==> src/rtl/power_map_sweep.sv <==
// power_map_sweep: drives all 64 operands through an external 6-bit
// combinational stage and captures the 64 results.
// It reports whether the captured map is a permutation. For the latched
// input difference it also reports the largest DDT row count and the
// lowest output difference that reaches it.
module power_map_sweep (
   input  logic       clk,
   input  logic       rst,
   input  logic       start,
   input  logic [5:0] delta,
   output logic [5:0] sbox_x,
   input  logic [5:0] sbox_y,
   output logic       busy,
   output logic       done,
   output logic       is_perm,
   output logic [6:0] diff_max,
   output logic [5:0] diff_arg
);

   typedef enum logic [2:0] {S_IDLE, S_FILL, S_DIFF, S_SCAN, S_DONE} state_t;

   state_t      r_state, w_state_nxt;
   logic [5:0]  r_idx;
   logic [5:0]  r_delta;
   logic [63:0] r_seen;
   logic [5:0]  r_table [64];
   logic [6:0]  r_count [64];
   logic [6:0]  r_max;
   logic [5:0]  r_arg;
   // The last SCAN compare lands on the idx=63 edge. This flag spends one
   // more SCAN cycle so the results are taken from the settled running values.
   logic        r_scan_end;

   logic        w_accept;
   logic        w_last;
   logic [5:0]  w_d;

   assign w_accept = (r_state == S_IDLE) && start;
   assign w_last   = (r_idx == 6'd63);
   assign w_d      = r_table[r_idx] ^ r_table[r_idx ^ r_delta];

   // next-state and state-decoded outputs
   always_comb begin
      w_state_nxt = r_state;
      sbox_x      = 6'd0;
      busy        = 1'b0;
      done        = 1'b0;
      case (r_state)
         S_IDLE: if (start) w_state_nxt = S_FILL;
         S_FILL: begin
            sbox_x = r_idx;
            busy   = 1'b1;
            if (w_last) w_state_nxt = S_DIFF;
         end
         S_DIFF: begin
            busy = 1'b1;
            if (w_last) w_state_nxt = S_SCAN;
         end
         S_SCAN: begin
            busy = 1'b1;
            if (r_scan_end) w_state_nxt = S_DONE;
         end
         S_DONE: begin
            done        = 1'b1;
            w_state_nxt = S_IDLE;
         end
         default: w_state_nxt = S_IDLE;
      endcase
   end

   // state register, index counter, seen vector, running max and results
   always_ff @(posedge clk) begin
      if (rst) begin
         r_state    <= S_IDLE;
         r_idx      <= 6'd0;
         r_delta    <= 6'd0;
         r_seen     <= 64'd0;
         r_max      <= 7'd0;
         r_arg      <= 6'd0;
         r_scan_end <= 1'b0;
         is_perm    <= 1'b0;
         diff_max   <= 7'd0;
         diff_arg   <= 6'd0;
      end else begin
         r_state <= w_state_nxt;
         case (r_state)
            S_IDLE: if (start) begin
               r_delta    <= delta;
               r_idx      <= 6'd0;
               r_seen     <= 64'd0;
               r_max      <= 7'd0;
               r_arg      <= 6'd0;
               r_scan_end <= 1'b0;
               is_perm    <= 1'b0;
               diff_max   <= 7'd0;
               diff_arg   <= 6'd0;
            end
            S_FILL: begin
               r_seen[sbox_y] <= 1'b1;
               r_idx          <= r_idx + 6'd1;
            end
            S_DIFF: r_idx <= r_idx + 6'd1;
            S_SCAN: begin
               if (!r_scan_end) begin
                  // strict compare keeps the lowest index on ties
                  if (r_count[r_idx] > r_max) begin
                     r_max <= r_count[r_idx];
                     r_arg <= r_idx;
                  end
                  r_idx <= r_idx + 6'd1;
                  if (w_last) r_scan_end <= 1'b1;
               end else begin
                  is_perm    <= &r_seen;
                  diff_max   <= r_max;
                  diff_arg   <= r_arg;
                  r_scan_end <= 1'b0;
               end
            end
            default: ;
         endcase
      end
   end

   // captured stage outputs; contents are only read after a full FILL
   always_ff @(posedge clk) begin
      if (r_state == S_FILL) r_table[r_idx] <= sbox_y;
   end

   // DDT row counters, cleared on reset and on every accepted start
   always_ff @(posedge clk) begin
      if (rst || w_accept) begin
         for (int i = 0; i < 64; i++) r_count[i] <= 7'd0;
      end else if (r_state == S_DIFF) begin
         r_count[w_d] <= r_count[w_d] + 7'd1;
      end
   end

endmodule
==> config.mk <==
export PLATFORM = sky130hd
export DESIGN_NAME = power_map_sweep
export DESIGN_NICKNAME = d
export VERILOG_FILES = /design/src/rtl/power_map_sweep.sv
export SDC_FILE = /design/constraint.sdc
export NUM_CORES = 2
export LEC_CHECK = 0
export BUFFER_PORTS_ARGS = -buffer_cell sky130_fd_sc_hd__buf_4
export CORE_MARGIN = 8
export CORE_UTILIZATION = 48
export CTS_CLUSTER_SIZE = 28
export DETAILED_ROUTE_END_ITERATION = 7
export PLACE_DENSITY = 0.66
export SLEW_MARGIN = 20
export SYNTH_ARGS = -nofsm -noshare
export SYNTH_HDL_FRONTEND = slang
export SYNTH_SLANG_ARGS = --single-unit
==> constraint.sdc <==
create_clock -name clk -period 5.3 [get_ports clk]
set_clock_uncertainty 0.15 [all_clocks]
set_input_delay 0.53 -clock clk [delete_from_list [all_inputs] [get_ports clk]]
set_output_delay 0.53 -clock clk [all_outputs]
set_load 0.02 [all_outputs]
Word level (Yosys, flattened, before mapping)
Memory sizes are Yosys's and may differ from the RTL's. A register that Yosys moved wholly into a read port is not among the register bits. Index checks and enable logic that the tools add are counted.

Flip-flop bits (word level): 107. Bits in latches: 0. Memory bits (writable): 832. Bits in read-only memories: 0. Input port bits: 15. Output and inout port bits: 22. Word-level logic and storage cells: 95. Memories kept: 2.

Add/subtract/negate cells: 2. $mul: 0. Divide/modulo/power cells: 0. Order comparisons: 3. Equal/unequal tests: 11. Shift operators: 0. Mux-type cells: 46. Bitwise gates (word level): 3. Reductions and logical operators: 18.

Memories: r_count (words 64, width 7, rd ports 2, clocked after Yosys merged registers in 1, write ports 64, line 27) `logic [6:0] r_count [64];`; r_table (words 64, width 6, rd ports 2, clocked after Yosys merged registers in 1, write ports 1, line 26) `logic [5:0] r_table [64];`.

Operators with widths (number): 64-bit one-hot mux with 2 select lines (1); 6-bit two-way mux (11); 64-bit two-way mux (1); 64-bit bitwise OR (1); 64-bit AND reduction (1); 7-bit two-way mux (5); 7-bit one-hot mux with 2 select lines (2); 6-bit one-hot mux with 2 select lines (2); 6-bit one-hot mux with 3 select lines (1); 1-bit two-way mux (15); 3-bit two-way mux (4); 2-bit inequality test (second input constant) (6); 3-bit one-hot mux with 4 select lines (1); 6-bit XOR (2); 4-bit AND reduction (2); 7-bit by 1-bit adder with 7-bit output (second input constant) (1); 7-bit > comparator (1); 6-bit by 7-bit < comparator with 1-bit output (second input constant) (1); 7-bit OR reduction (1); 6-bit by 1-bit adder with 6-bit output (second input constant) (1); 1-bit demux with 6-bit select (1); 3-bit by 2-bit == test with 1-bit output (second input constant) (2); 6-bit == test (second input constant) (1); 6-bit by 1-bit >= comparator with 1-bit output (second input constant) (1); other kinds (12) (18).

Logic depth before layout (Yosys ltp)
Word-level depth: 7. Depth in mapped cells: 26. Depth with buffers taken out: 18.

Least setup slack after synthesis
Ideal clock, no wire load.

Path kind: register -> register. Start point: reg r_idx[0]. End point: mem r_count[16][6], data pin. Setup time: 0.264 ns. Data arrival time: 5.400 ns. Required time: 4.886 ns. Slack: -0.515 ns. Stages on the path, launching flop included: 26. Path buffers: 8. Clock period less this slack: 5.815 ns. Cells stage by stage: dfxtp_1 -> xor2_2 -> buf_6 -> buf_8 -> buf_6 -> mux2i_1 -> o22ai_1 -> nor4_1 -> o22a_1 -> a21oi_1 -> nor2_4 -> buf_2 -> buf_2 -> buf_2 -> nand2_1 -> nand3_1 -> o211ai_1 -> nor4_1 -> clkbuf_1 -> ha_1 -> inv_1 -> nor4_1 -> nand4_1 -> xnor2_2 -> buf_2 -> nor2_1.

RTL lines: start, declared (line 23) `logic [5:0] r_idx;`; start signal, assigned (line 100) `r_idx <= r_idx + 6'd1;`; start signal, assigned (line 102) `S_DIFF: r_idx <= r_idx + 6'd1;`; start signal, assigned (line 110) `r_idx <= r_idx + 6'd1;`; end, declared (line 27).

==> impl_metrics.tcl <==
set metrics [dict create \
    status "finished with violations" \
    failed_checks "negative setup slack" \
    hold_class "input port to flip-flop" \
    hold_viol 0 \
    routed_via_density 6.79 \
    grtUsageTotal 0.303 \
    final_cell_mix "edfxtp_1 (832), nor2_1 (573), buf_4 (502)" \
    ant_nets 0 \
    first_global_vias 34223 \
    worstPathArrival_ps 6180 \
    remaining_drc_errors 0 \
    ff2ff_path_depth 23 \
    setup_violations 370 \
    num_vias 35912 \
    endpoint "r_count[62][6]" \
    worstMarginPinSlew_ps 1090 \
    synth-seq-cells 945 \
    cts_tree "done" \
    cp.required_ps 5580 \
    area_growth_pct 24.4 \
    power_leakage_nw 20.2 \
    async_reset_ff_frac 0 \
    cts_root_buf "clkbuf_16" \
    syn_area_um2 46800 \
    grt_pass1_wl_um 240000 \
    syn-instance-count 3438 \
    wl_per_cell_um 32.1 \
    htreeDepth 3 \
    synth_nets 3462 \
    max_stage_delay_ps 560 \
    synth_top_cell_area_share 0.534 \
    cp_common_cell "buf_12" \
    rows 114 \
    grt_max_degree 73 \
    cp_max_fo 10 \
    yosysSeqAreaShare 0.582 \
    fill_cells 7284 \
    final_common_cell "edfxtp_1" \
    hold_depth 1 \
    synth_warnings 0 \
    syn_area_per_cell_um2 13.6 \
    io_pins 37 \
    min_period_ps 5890 \
    fin_nets 3946 \
    cp_cell_sequence "buf_12 > buf_12 > mux4_2 > a22oi_1 > a21boi_1 > or4_4 > nor3_4 > nor2_4 > buf_12 > mux2i_1 > a32oi_2 > a21oi_2 > or4_4 > nor4_4 > ha_4 > inv_2 > nor4_4 > nand4_1 > xnor2_4 > buf_4 > buf_12 > clkbuf_16 > nor2_1" \
    detailed_place_hpwl_um 114000 \
    synth_edf_count 832 \
    fp.dieW_um 328 \
    grt_antenna_before_repair 8 \
    synth_ff_type "edfxtp_1" \
    fin_crit_sh 1.11 \
    fmax_mhz 170 \
    synth_area_leaders "edfxtp_1 (53%), mux4_2 (15%), dfxtp_1 (4.8%)" \
    hold_slack_ps 50.5 \
    drt_iter0_markers 5700 \
    core-area_um2 96700 \
    drive_above_1_share 0.353 \
    power_density_nw_per_um2 495 \
    relSlewSlack 0.265 \
    cts.path.max_buffers 3 \
    cts_made_buffers 100 \
    reg2reg_slack_ps -590 \
    first_pass_iters 6 \
    crit_slowest_cell "or4_4" \
    crit_type "flip-flop to flip-flop" \
    dieArea_um2 108000 \
    tns_ps -155360 \
    synth_cell_types 84 \
    placed_area_um2 52000 \
    clk_latency_ps 700 \
    fin_ws_ps -594 \
    max_cap_viol_count 0 \
    port_buffers 36 \
    slew_viol_final 0 \
    regToRegEndpoint "r_count[62][6]" \
    totalWireLength_um 170000 \
    overflow 0 \
    clk_pin_slew_ps 60 \
    rsz0062_at_grt "true" \
    end_kind "flip-flop" \
    cp-start-kind "flip-flop" \
    final_area_um2 58300 \
    place_congestion 1.05 \
    peakVddDrop_uv 755 \
    clock_sinks 945 \
    start_util 0.484 \
    fp.dieH_um 328 \
    synth_top_area_cell "edfxtp_1" \
]
## worst min-delay path by stage
stage,startpoint,to,slack [ps]
CTS,sbox_y[0],r_table[56][0],30
global route,sbox_y[0],r_table[57][0],40
global placement,diff_arg[5],diff_arg[5],290
finish,sbox_y[0],r_table[57][0],50
floorplan,r_max[1],diff_max[1],300
detailed placement,diff_max[0],diff_max[0],300
## worst max-delay path: cells and delay by family, from the launching register on
family	cells	cell delay [ps]
buf+inv	7	980
compound gates	4	730
simple gates	8	2210
xor+xnor	1	240
fa+ha+maj	1	190
mux	2	700
flops	1	430
## routing by layer
| layer | wire (um) | track usage | part of all wire |
|---|---|---|---|
| met1 | 62200 | 0.406 | 0.37 |
| met2 | 73800 | 0.446 | 0.43 |
| met3 | 25000 | 0.111 | 0.15 |
| met4 | 8610 | 0.126 | 0.051 |
| met5 | 247 | 0 | 0.0015 |
## layout make-up
type,count,area (um^2),share of cell area
Sequential cell,945,27300,0.468
Multi-Input combinational cell,2199,19200,0.330
Timing Repair Buffer,664,6780,0.116
Clock buffer,137,2830,0.0486
Tap cell,1276,1600,0.0274
Clock inverter,51,528,0.00906
Inverter,12,45.0,0.000773
Antenna cell,6,15.0,0.000258
## Yosys cell counts (all sizes together), types with 6 or more instances
| cell type | number |
|---|---|
| buf | 140 |
| nand2b | 8 |
| o22ai | 96 |
| edfxtp | 832 |
| xnor2 | 13 |
| or3 | 36 |
| o221ai | 30 |
| a31oi | 13 |
| mux4 | 321 |
| o32ai | 6 |
| a22o | 6 |
| clkbuf | 142 |
| nand3b | 14 |
| nor2 | 588 |
| nand2 | 286 |
| and2 | 6 |
| o21ai | 31 |
| a221oi | 12 |
| nand3 | 81 |
| a211oi | 18 |
| a32o | 7 |
| a21boi | 8 |
| xor2 | 12 |
| a22oi | 94 |
| dfxtp | 113 |
| nand4 | 22 |
| nor4 | 34 |
| o22a | 9 |
| a21oi | 130 |
| inv | 12 |
| mux2 | 25 |
| nor3 | 44 |
| or2 | 6 |
| mux2i | 152 |
| o211ai | 7 |
| ha | 9 |
| and3 | 11 |
| nor2b | 9 |
| a32oi | 10 |
## registers in the layout, indices dropped and copies added, names as in the netlist, named ones only
name / cells
r_count: 448
r_table: 384
r_seen: 64
diff_max: 7
r_max: 7
diff_arg: 6
r_arg: 6
r_delta: 6
r_idx: 6
r_state: 3
is_perm: 1
r_scan_end: 1
## through the flow
stage	setup slack [ps]	std cells	power, W	util
after floorplan	9.08	3438	0.0129	-
after global placement	-663	4970	0.0174	0.537
after detailed placement	-692	4970	0.0174	0.537
after CTS	-386	5258	0.0275	0.595
after global routing	-689	5284	0.0293	0.602
final	-594	5290	0.0288	0.603
## kinds of logic (layout without fill, tap and decap cells)
kind of cell / Yosys count / count (layout) / share of synthesized area
buf+inv: 294 / 864 / 0.0305
flops: 945 / 945 / 0.582
other cells: 0 / 6 / 0
xor+xnor: 25 / 25 / 0.00564
compound gates: 506 / 506 / 0.0783
mux: 498 / 498 / 0.193
fa+ha+maj: 9 / 9 / 0.00240
simple gates: 1161 / 1161 / 0.108
## report_power, final
group          internal (W)  switching [W]
logic               0.00567        0.00747
clock network       0.00422        0.00302
registers           0.00830       0.000162
total                0.0182         0.0107
## timing repair
| item | CTS | global route |
|---|---|---|
| buffers inserted | 74 | 23 |
| gates resized for setup | 192 | 88 |
| hold buffers | 6 | 0 |
| cloned | 26 | 11 |
| hold endpoints to repair | 6 | 0 |
| pin swaps | 28 | 64 |
| setup endpoints to repair | 441 | 441 |
(Power assumes the default switching activity.)
